<file path="src/rtl/pong_round_ctrl.sv">
// Pong round sequencer: idle/serve/play/point/game-over phases, movement tick
// generation and score keeping for both players.
module pong_round_ctrl #(
  parameter int unsigned TICK_DIV    = 1250000,
  parameter int unsigned SERVE_TICKS = 60,
  parameter int unsigned WIN_SCORE   = 5
) (
  input  logic       CLK,
  input  logic       RST,
  input  logic       START,
  input  logic       MISS_L,
  input  logic       MISS_R,
  output logic       TICK,
  output logic       PADDLE_RST,
  output logic       BALL_RST,
  output logic       PLAY_EN,
  output logic       SERVE_DIR,
  output logic [3:0] SCORE_L,
  output logic [3:0] SCORE_R,
  output logic [1:0] WINNER,
  output logic [2:0] STATE
);

  localparam int unsigned DIV_W = $clog2(TICK_DIV);
  localparam logic [DIV_W-1:0] DIV_MAX = DIV_W'(TICK_DIV - 1);
  localparam logic [7:0]       SERVE_LOAD = 8'(SERVE_TICKS);
  localparam logic [3:0]       WIN = 4'(WIN_SCORE);

  typedef enum logic [2:0] {
    S_IDLE     = 3'd0,
    S_SERVE    = 3'd1,
    S_PLAY     = 3'd2,
    S_POINT    = 3'd3,
    S_GAMEOVER = 3'd4
  } state_t;

  state_t           state, state_nxt;
  logic [DIV_W-1:0] div_cnt, div_nxt;
  logic [7:0]       serve_cnt, serve_nxt;
  logic [3:0]       score_l_nxt, score_r_nxt;
  logic [1:0]       winner_nxt;
  logic             serve_dir_nxt;
  logic             start_q, start_edge;
  logic             tick_nxt, paddle_rst_nxt, ball_rst_nxt, play_en_nxt;

  assign start_edge = START & ~start_q;
  assign STATE      = state;

  always_comb begin
    // NOTE: every combinational output gets a default first so no path can infer a latch.
    state_nxt     = state;
    serve_nxt     = serve_cnt;
    score_l_nxt   = SCORE_L;
    score_r_nxt   = SCORE_R;
    winner_nxt    = WINNER;
    serve_dir_nxt = SERVE_DIR;
    div_nxt       = (div_cnt == DIV_MAX) ? '0 : div_cnt + DIV_W'(1);

    case (state)
      S_IDLE: begin
        score_l_nxt = '0;
        score_r_nxt = '0;
        winner_nxt  = 2'b00;
        if (start_edge) begin
          state_nxt = S_SERVE;
          serve_nxt = SERVE_LOAD;
        end
      end
      S_SERVE: begin
        // The zero test uses the registered count, so a zero load still spends one cycle here.
        if (serve_cnt == 8'd0) state_nxt = S_PLAY;
        else if (TICK)         serve_nxt = serve_cnt - 8'd1;
      end
      S_PLAY: begin
        if (MISS_L && MISS_R) begin
          state_nxt = S_SERVE;
          serve_nxt = SERVE_LOAD;
        end else if (MISS_R) begin
          if (SCORE_L < WIN) score_l_nxt = SCORE_L + 4'd1;
          serve_dir_nxt = 1'b1;
          state_nxt     = S_POINT;
        end else if (MISS_L) begin
          if (SCORE_R < WIN) score_r_nxt = SCORE_R + 4'd1;
          serve_dir_nxt = 1'b0;
          state_nxt     = S_POINT;
        end
      end
      S_POINT: begin
        if (SCORE_L == WIN) begin
          state_nxt  = S_GAMEOVER;
          winner_nxt = 2'b01;
        end else if (SCORE_R == WIN) begin
          state_nxt  = S_GAMEOVER;
          winner_nxt = 2'b10;
        end else begin
          state_nxt = S_SERVE;
          serve_nxt = SERVE_LOAD;
        end
      end
      S_GAMEOVER: begin
        if (start_edge) begin
          state_nxt     = S_SERVE;
          serve_nxt     = SERVE_LOAD;
          score_l_nxt   = '0;
          score_r_nxt   = '0;
          winner_nxt    = 2'b00;
          serve_dir_nxt = 1'b1;
        end
      end
      default: state_nxt = S_IDLE;
    endcase

    // Outputs are decoded from the next state and registered, so they never glitch.
    tick_nxt       = (div_nxt == DIV_MAX);
    paddle_rst_nxt = (state_nxt == S_IDLE) || (state_nxt == S_POINT) ||
                     (state_nxt == S_GAMEOVER);
    ball_rst_nxt   = (state_nxt != S_PLAY);
    play_en_nxt    = (state_nxt == S_PLAY);
  end

  always_ff @(posedge CLK) begin
    // NOTE: sequential state uses non-blocking assignments; reset here is synchronous.
    if (RST) begin
      state      <= S_IDLE;
      div_cnt    <= '0;
      serve_cnt  <= 8'd0;
      start_q    <= 1'b0;
      TICK       <= 1'b0;
      PADDLE_RST <= 1'b1;
      BALL_RST   <= 1'b1;
      PLAY_EN    <= 1'b0;
      SERVE_DIR  <= 1'b1;
      SCORE_L    <= 4'd0;
      SCORE_R    <= 4'd0;
      WINNER     <= 2'b00;
    end else begin
      state      <= state_nxt;
      div_cnt    <= div_nxt;
      serve_cnt  <= serve_nxt;
      start_q    <= START;
      TICK       <= tick_nxt;
      PADDLE_RST <= paddle_rst_nxt;
      BALL_RST   <= ball_rst_nxt;
      PLAY_EN    <= play_en_nxt;
      SERVE_DIR  <= serve_dir_nxt;
      SCORE_L    <= score_l_nxt;
      SCORE_R    <= score_r_nxt;
      WINNER     <= winner_nxt;
    end
  end

endmodule

</file>
<file path="config.mk">
export PLATFORM = sky130hd
export DESIGN_NAME = pong_round_ctrl
export DESIGN_NICKNAME = d
export VERILOG_FILES = /design/src/rtl/pong_round_ctrl.sv
export SDC_FILE = /design/constraint.sdc
export NUM_CORES = 1
export LEC_CHECK = 0
export CAP_MARGIN = 20
export CORE_MARGIN = 4
export CORE_UTILIZATION = 65
export CTS_BUF_LIST = sky130_fd_sc_hd__clkbuf_4
export DETAILED_ROUTE_END_ITERATION = 10
export PLACE_DENSITY = 0.88
export SLEW_MARGIN = 10
export SYNTH_ARGS = -nofsm -noshare
export SYNTH_HDL_FRONTEND = slang
export SYNTH_SLANG_ARGS = --single-unit
</file>
<file path="constraint.sdc">
create_clock -name CLK -period 3.45 [get_ports CLK]
set_clock_uncertainty 0.2 [all_clocks]
set_input_delay 0.69 -clock CLK [delete_from_list [all_inputs] [get_ports CLK]]
set_output_delay 0.69 -clock CLK [all_outputs]
set_load 0.05 [all_outputs]
</file>
==> results.toml, run 1 <==
[outcome]
outcome = "finished, final reports clean"

[timing]
maxSlewHeadroom = 0.5736
fmax_mhz = 354.7
timing.final.crit_share = 0.8171
worstMarginPinSlew_ns = 0.6368
unrepaired_setup_endpoints_after_global_routing = "false"
slew_viol_final = 0
min_period_ns = 2.819
setup_viol = 0
whs_ns = 0.2991
tns_ns = 0
finalHoldViolCount = 0

[grt]
grt_first_pass_wirelength_um = 9128
first_global_vias = 2064
grt_max_degree = 26
gr-total-overflow = 0
track_usage = 0.2118
grt_antenna_before_repair = 0

[clock_tree]
cts_resized = 0
cts_buffer_depth = 2
worst_skew_pair.late_latency_ns = 0.35
clk_pin_slew_ns = 0.14
cts.sinks = 48
cts_root_buffer = "clkbuf_4"
htree_levels = 2
cts_buf_count = 5
post_cts_hold_buffer_count = 0
cts.repair_timing.setup_buffer_count = 0
cts_tree = "yes"

[drt]
via_density = 5.861
drc = 0
ant_nets = 0
routed_wire_length_per_instance_um = 14.11
route.final.wire_length_um = 5278
dr.first_iter.drc_count = 134
vias = 2192
drt_first_pass_iters = 4

[yosys]
ys_warn_count = 0
synth-seq-cells = 48
yosys.cell_types.count = 63
synth_top_flop_cell = "dfxtp_1"
share_of_flip_flops_with_an_asynchronous_set_or_reset = 0
synth_fp_nets = 322
yosys-top-cells-area = "dfxtp_1, nor2_1, xnor2_1"
post_synth_inst_count = 308
synth_enable_flop_cells = 0
yosys.area.top_type = "dfxtp_1"
yosysSeqAreaShare = 0.3528
synth.avg_cell_area_um2 = 8.844
portion_of_synthesized_cell_area_occupied_by_the_leading_cell_type = 0.3528
synth_area_um2 = 2724

[critical_path]
crit_path_top_delay_cell = "clkdlybuf4s50_1"
startpoint_type = "flop"
worstPathCellList = "clkdlybuf4s50_1"
critical_path_class = "reg2out"
r2r-start = "div_cnt[0]"
critPathMaxFanout = 13
signal_arrival_time_at_the_worst_endpoint_ns = 1.93
critPathLaunch = "STATE[0]"
critical-path-max-stage-delay_ns = 0.90
end_kind = "output pin"
crit_required_ns = 2.56
critical_path.n_buffers_inverters = 1
cp_top_family = "buffers and inverters"

[floorplan]
die_width_um = 72.74
area_of_the_core_um2 = 4029
floorplan.initialDensity = 0.6761
floorplan.die.height_um = 72.74
dieArea_um2 = 5290
core.rowCount = 23
io-pin-count = 23

[hold_path]
holdCritStartpoint = "div_cnt[0]"
worstHoldPathType = "reg2reg"

[finish]
final_core_utilization = 0.7419
final_design_area_no_fill_um2 = 2989
nNetsFinal = 338
antennaDiodeCount = 0
post_route_cells_drive_above_1_share = 0.1019
area_growth_pct = 9.738

[pwr]
pwr_density_cell_nw_per_um2 = 396.9
total_leakage_power_nw = 1.071
ir_drop_v = 0.0002732

[place]
globalplace.congestion = 0.9066
portBuffers = 22
postPlaceCellArea_um2 = 2939
place_hpwl_um = 3870

[run]
max-cap-violations = 0
## flip-flops by register name (all words and copies together), names as in the netlist, 2 cells and up
name	cells
serve_cnt	8
WINNER	2
SCORE_L	4
div_cnt	21
SCORE_R	4
STATE	3
## per-layer routing
metal | global-route usage | part of all wire | vias to the layer above | routed length (µm)
li1 | - | - | 1127 | -
met1 | 0.2669 | 0.47 | 1021 | 2474
met2 | 0.3657 | 0.49 | 42 | 2565
met3 | 0.03994 | 0.041 | 2 | 215
met4 | 0.06352 | 0.0044 | 0 | 23
met5 | 0 | 0 | - | 0
## report_power, final
part | switching [mW] | internal [mW] | total, mW
Sequential | 0.0396 | 0.587 | 0.627
Combinational | 0.180 | 0.132 | 0.312
Clock | 0.164 | 0.0834 | 0.247
Total | 0.384 | 0.803 | 1.19
## cell usage in the layout (no fill, tap or decap), drive strengths merged, types with 4 or more instances in the layout
cell and n:
dfxtp 48, nor2 38, clkdlybuf4s50 22, nand2 18, a21oi 18, nand3 17, xnor2 16, inv 14
xor2 11, ha 9, nand4 8, and3 7, nand2b 6, nor3 6, a31oi 6, clkbuf 6
nor2b 6, nor4 6, nor4b 5, a211oi 5, and4 4, o21ai 4, nand3b 4
## per-stage QoR
step / instances / power (mW) / setup slack (ns)
finish: 374 / 1.186 / 0.6309
global route: 374 / 1.258 / 0.5498
CTS: 374 / 1.196 / 0.6225
detailed placement: 367 / 0.9461 / 0.6880
global placement: 367 / 0.9381 / 0.7273
floorplan: 308 / 0.8846 / 1.133
## layout make-up
| type | count | area (µm²) |
|---|---|---|
| Fill cell | 337 | 1040 |
| Sequential cell | 48 | 960.9 |
| Clock buffer | 6 | 45.04 |
| Timing Repair Buffer | 25 | 242.7 |
| Inverter | 14 | 52.55 |
| Clock inverter | 1 | 5.005 |
| Tap cell | 50 | 62.56 |
| Multi-Input combinational cell | 230 | 1620 |
## path summary, 6_finish.rpt
check | to | slack [ns] | cells past startpoint
min reg2reg | div_cnt[0] | 0.30 | 1
max | STATE[0] | 0.63 | 1
max reg2reg | TICK | 1.09 | 6
min | div_cnt[0] | 0.30 | 1
## cells in the mapped netlist (2+ instances only)
master      n
a22oi_1     2
clkbuf_1    6
nor4b_1     4
a211oi_1    4
a31oi_1     6
nor2_1     38
nor4_1      4
or3_1       2
nor4_4      2
dfxtp_1    48
nand2b_1    6
or3b_2      2
xnor2_1    16
buf_2       6
nand2_1    18
a21oi_1    16
buf_6       2
and2_1      3
ha_1        9
nand3b_1    4
o21ai_0     4
nor2b_1     5
and3_1      7
and4_1      4
nand3_1    16
a2111oi_2   2
xor2_1     11
nand4_1     7
buf_4       2
inv_1      14
nor3_1      6
## logic make-up after synthesis
| family | Yosys count | share of synthesized area |
|---|---|---|
| and+or+nand+nor | 140 | 0.3036 |
| AOI/OAI and AO/OA | 53 | 0.1594 |
| DFF | 48 | 0.3528 |
| buffers and inverters | 30 | 0.05236 |
| xor gates and xnor gates | 27 | 0.08681 |
| adders and majority gates | 9 | 0.04134 |
| muxes | 1 | 0.003675 |
Power figures use the tool's default switching activity.
==> run 2: changes to the inputs <==
Settings changed: CORE_UTILIZATION 65 to 60, PLACE_DENSITY 0.88 to 0.82.
Clock period 3.45 ns to 2.8 ns, I/O delays scaled along.
==> run 2 against run 1 <==
- clock power grew 66%
- clock-buffer cell count is the same
- non-clock buffer count is 2 higher
- first-iteration DRC count shrank 3.7%
- worst hold slack gained 0.016 ns
- cell area up 1.6%
- critical path type unchanged
- largest power group unchanged
==> results.toml, run 2 (synthesis results as in run 1) <==
[grt]
first_global_vias = 2163
grt_first_pass_wirelength_um = 9528
grt_max_degree = 26
track_usage = 0.2117
grt_antenna_before_repair = 0
gr-total-overflow = 0

[pwr]
total_leakage_power_nw = 1.094
power.switching_fraction = 0.3063
combinational_share_of_power = 0.246
p_int_mw = 1.087
total_power_mw = 1.567
share_seq_of_total_power = 0.492
switchingPower_uw = 479.9
clkPwrFrac = 0.262
pwr_density_cell_nw_per_um2 = 516.0
ir_drop_v = 0.0003006

[timing]
setup_viol = 0
worstMarginPinSlew_ns = 0.5997
min_period_ns = 2.658
unrepaired_setup_endpoints_after_global_routing = "false"
fmax_mhz = 376.2
tns_ns = 0
slew_viol_final = 0
maxSlewHeadroom = 0.5985
timing.final.crit_share = 0.9493
finalHoldViolCount = 0

[drt]
top_routing_layer_used = "met4"
vias = 2246
drt_first_pass_iters = 4
ant_nets = 0
via_density = 5.926
dr.first_iter.drc_count = 129
met3_length_um = 264
dr_wl_met2_um = 2795
routed_wire_length_per_instance_um = 14.60
route.final.wire_length_um = 5535
met1Wirelength_um = 2401
drc = 0

[hold_path]
worstHoldPathType = "reg2reg"

[critical_path]
worstPathCellList = "clkdlybuf4s50_1"
r2r-start = "div_cnt[6]"
crit_path_top_delay_cell = "clkdlybuf4s50_1"
critical_path.n_buffers_inverters = 1
reg2reg_slack_ns = 0.48
cp_top_family = "buffers and inverters"
cp_num_cells = 1
crit_required_ns = 2.04
startpoint_type = "flop"
end_kind = "output pin"
critPathLaunch = "STATE[0]"
reg2reg_depth = 5
critical_path_class = "reg2out"
critPathCapture = "STATE[0]"
regToRegEndpoint = "TICK"
critical-path-max-stage-delay_ns = 0.90
critPathMaxFanout = 13
signal_arrival_time_at_the_worst_endpoint_ns = 1.90

[outcome]
outcome = "finished, final reports clean"

[clock_tree]
cts.sinks = 48
post_cts_hold_buffer_count = 0
cts_root_buffer = "clkbuf_4"
cts_buffer_depth = 2
worst_skew_pair.late_latency_ns = 0.35
cts_resized = 0
cts_tree = "yes"
cts.repair_timing.setup_buffer_count = 0
cts_buf_count = 5
htree_levels = 2
clk_pin_slew_ns = 0.13

[finish]
top_regs = "div_cnt: 21 flops, serve_cnt: 8 flops"
largest_register_ff_count = 21
most_common_library_cell_in_the_layout_ignoring_fill_and_taps = "dfxtp_1"
fin_cells = 379
area.sequential_um2 = 960.9
max_flop_register = "div_cnt"
layout_common_cells = "dfxtp_1, nor2_1, clkdlybuf4s50_1"
nNetsFinal = 340
multiInputGateArea_um2 = 1620
area_growth_pct = 11.48
antennaDiodeCount = 0
layout.filler_cells = 380
post_route_cells_drive_above_1_share = 0.1101

[floorplan]
dieArea_um2 = 5681
die_width_um = 75.38
io-pin-count = 23
core.rowCount = 24
floorplan.die.height_um = 75.38
floorplan.initialDensity = 0.6213
area_of_the_core_um2 = 4384

[run]
max-cap-violations = 0

[place]
place_hpwl_um = 4089
globalplace.congestion = 0.9368
portBuffers = 22
numPlacedInstances = 371
-- run 2: worst min path at each step --
| stage | start | endpoint | slack, ns | depth (start not counted) |
|---|---|---|---|---|
| 5_1_grt | SCORE_R[1] | SCORE_R[1] | 0.34 | 2 |
| 3_3_place_gp | div_cnt[0] | div_cnt[0] | 0.27 | 1 |
| 3_5_place_dp | div_cnt[0] | div_cnt[0] | 0.28 | 1 |
| 6_report | div_cnt[0] | div_cnt[0] | 0.31 | 1 |
| 2_1_floorplan | div_cnt[0] | div_cnt[0] | 0.25 | 1 |
| 4_1_cts | div_cnt[0] | div_cnt[0] | 0.31 | 1 |
-- run 2: power by group through the flow --
| stage | Sequential [mW] | Combinational [mW] | Clock, mW |
|---|---|---|---|
| after floorplan | 0.805 | 0.285 | 0 |
| after global placement | 0.785 | 0.378 | 0 |
| after detailed placement | 0.785 | 0.386 | 0 |
| after CTS | 0.771 | 0.387 | 0.423 |
| after global routing | 0.779 | 0.423 | 0.456 |
| final | 0.772 | 0.385 | 0.410 |
-- run 2: through the flow --
step | hold slack (ns) | cell area [µm²] | setup WS [ns] | util
2_1_floorplan | 0.2492 | 2724 | 0.4827 | -
3_3_place_gp | 0.2707 | 2957 | 0.2379 | 0.6744
3_5_place_dp | 0.2822 | 2957 | 0.2244 | 0.6744
4_1_cts | 0.3117 | 3037 | 0.1251 | 0.6926
5_1_grt | 0.3427 | 3037 | 0.04990 | 0.6926
6_report | 0.3149 | 3037 | 0.1420 | 0.6926
-- run 2: final cells by class --
| cell class | instances | area share |
|---|---|---|
| clock buffer | 6 | 0.01483 |
| timing repair buffer | 27 | 0.08488 |
| tap | 52 | 0.02143 |
| sequential | 48 | 0.3164 |
| clock inverter | 2 | 0.01154 |
| inverter | 14 | 0.01731 |
| multi-input combinational | 230 | 0.5336 |
-- run 2: routing by layer --
metal,global-route usage,vias to the layer above
met5,0,-
met4,0.07379,0
met3,0.04222,6
met2,0.3615,61
met1,0.2655,1047
li1,-,1132
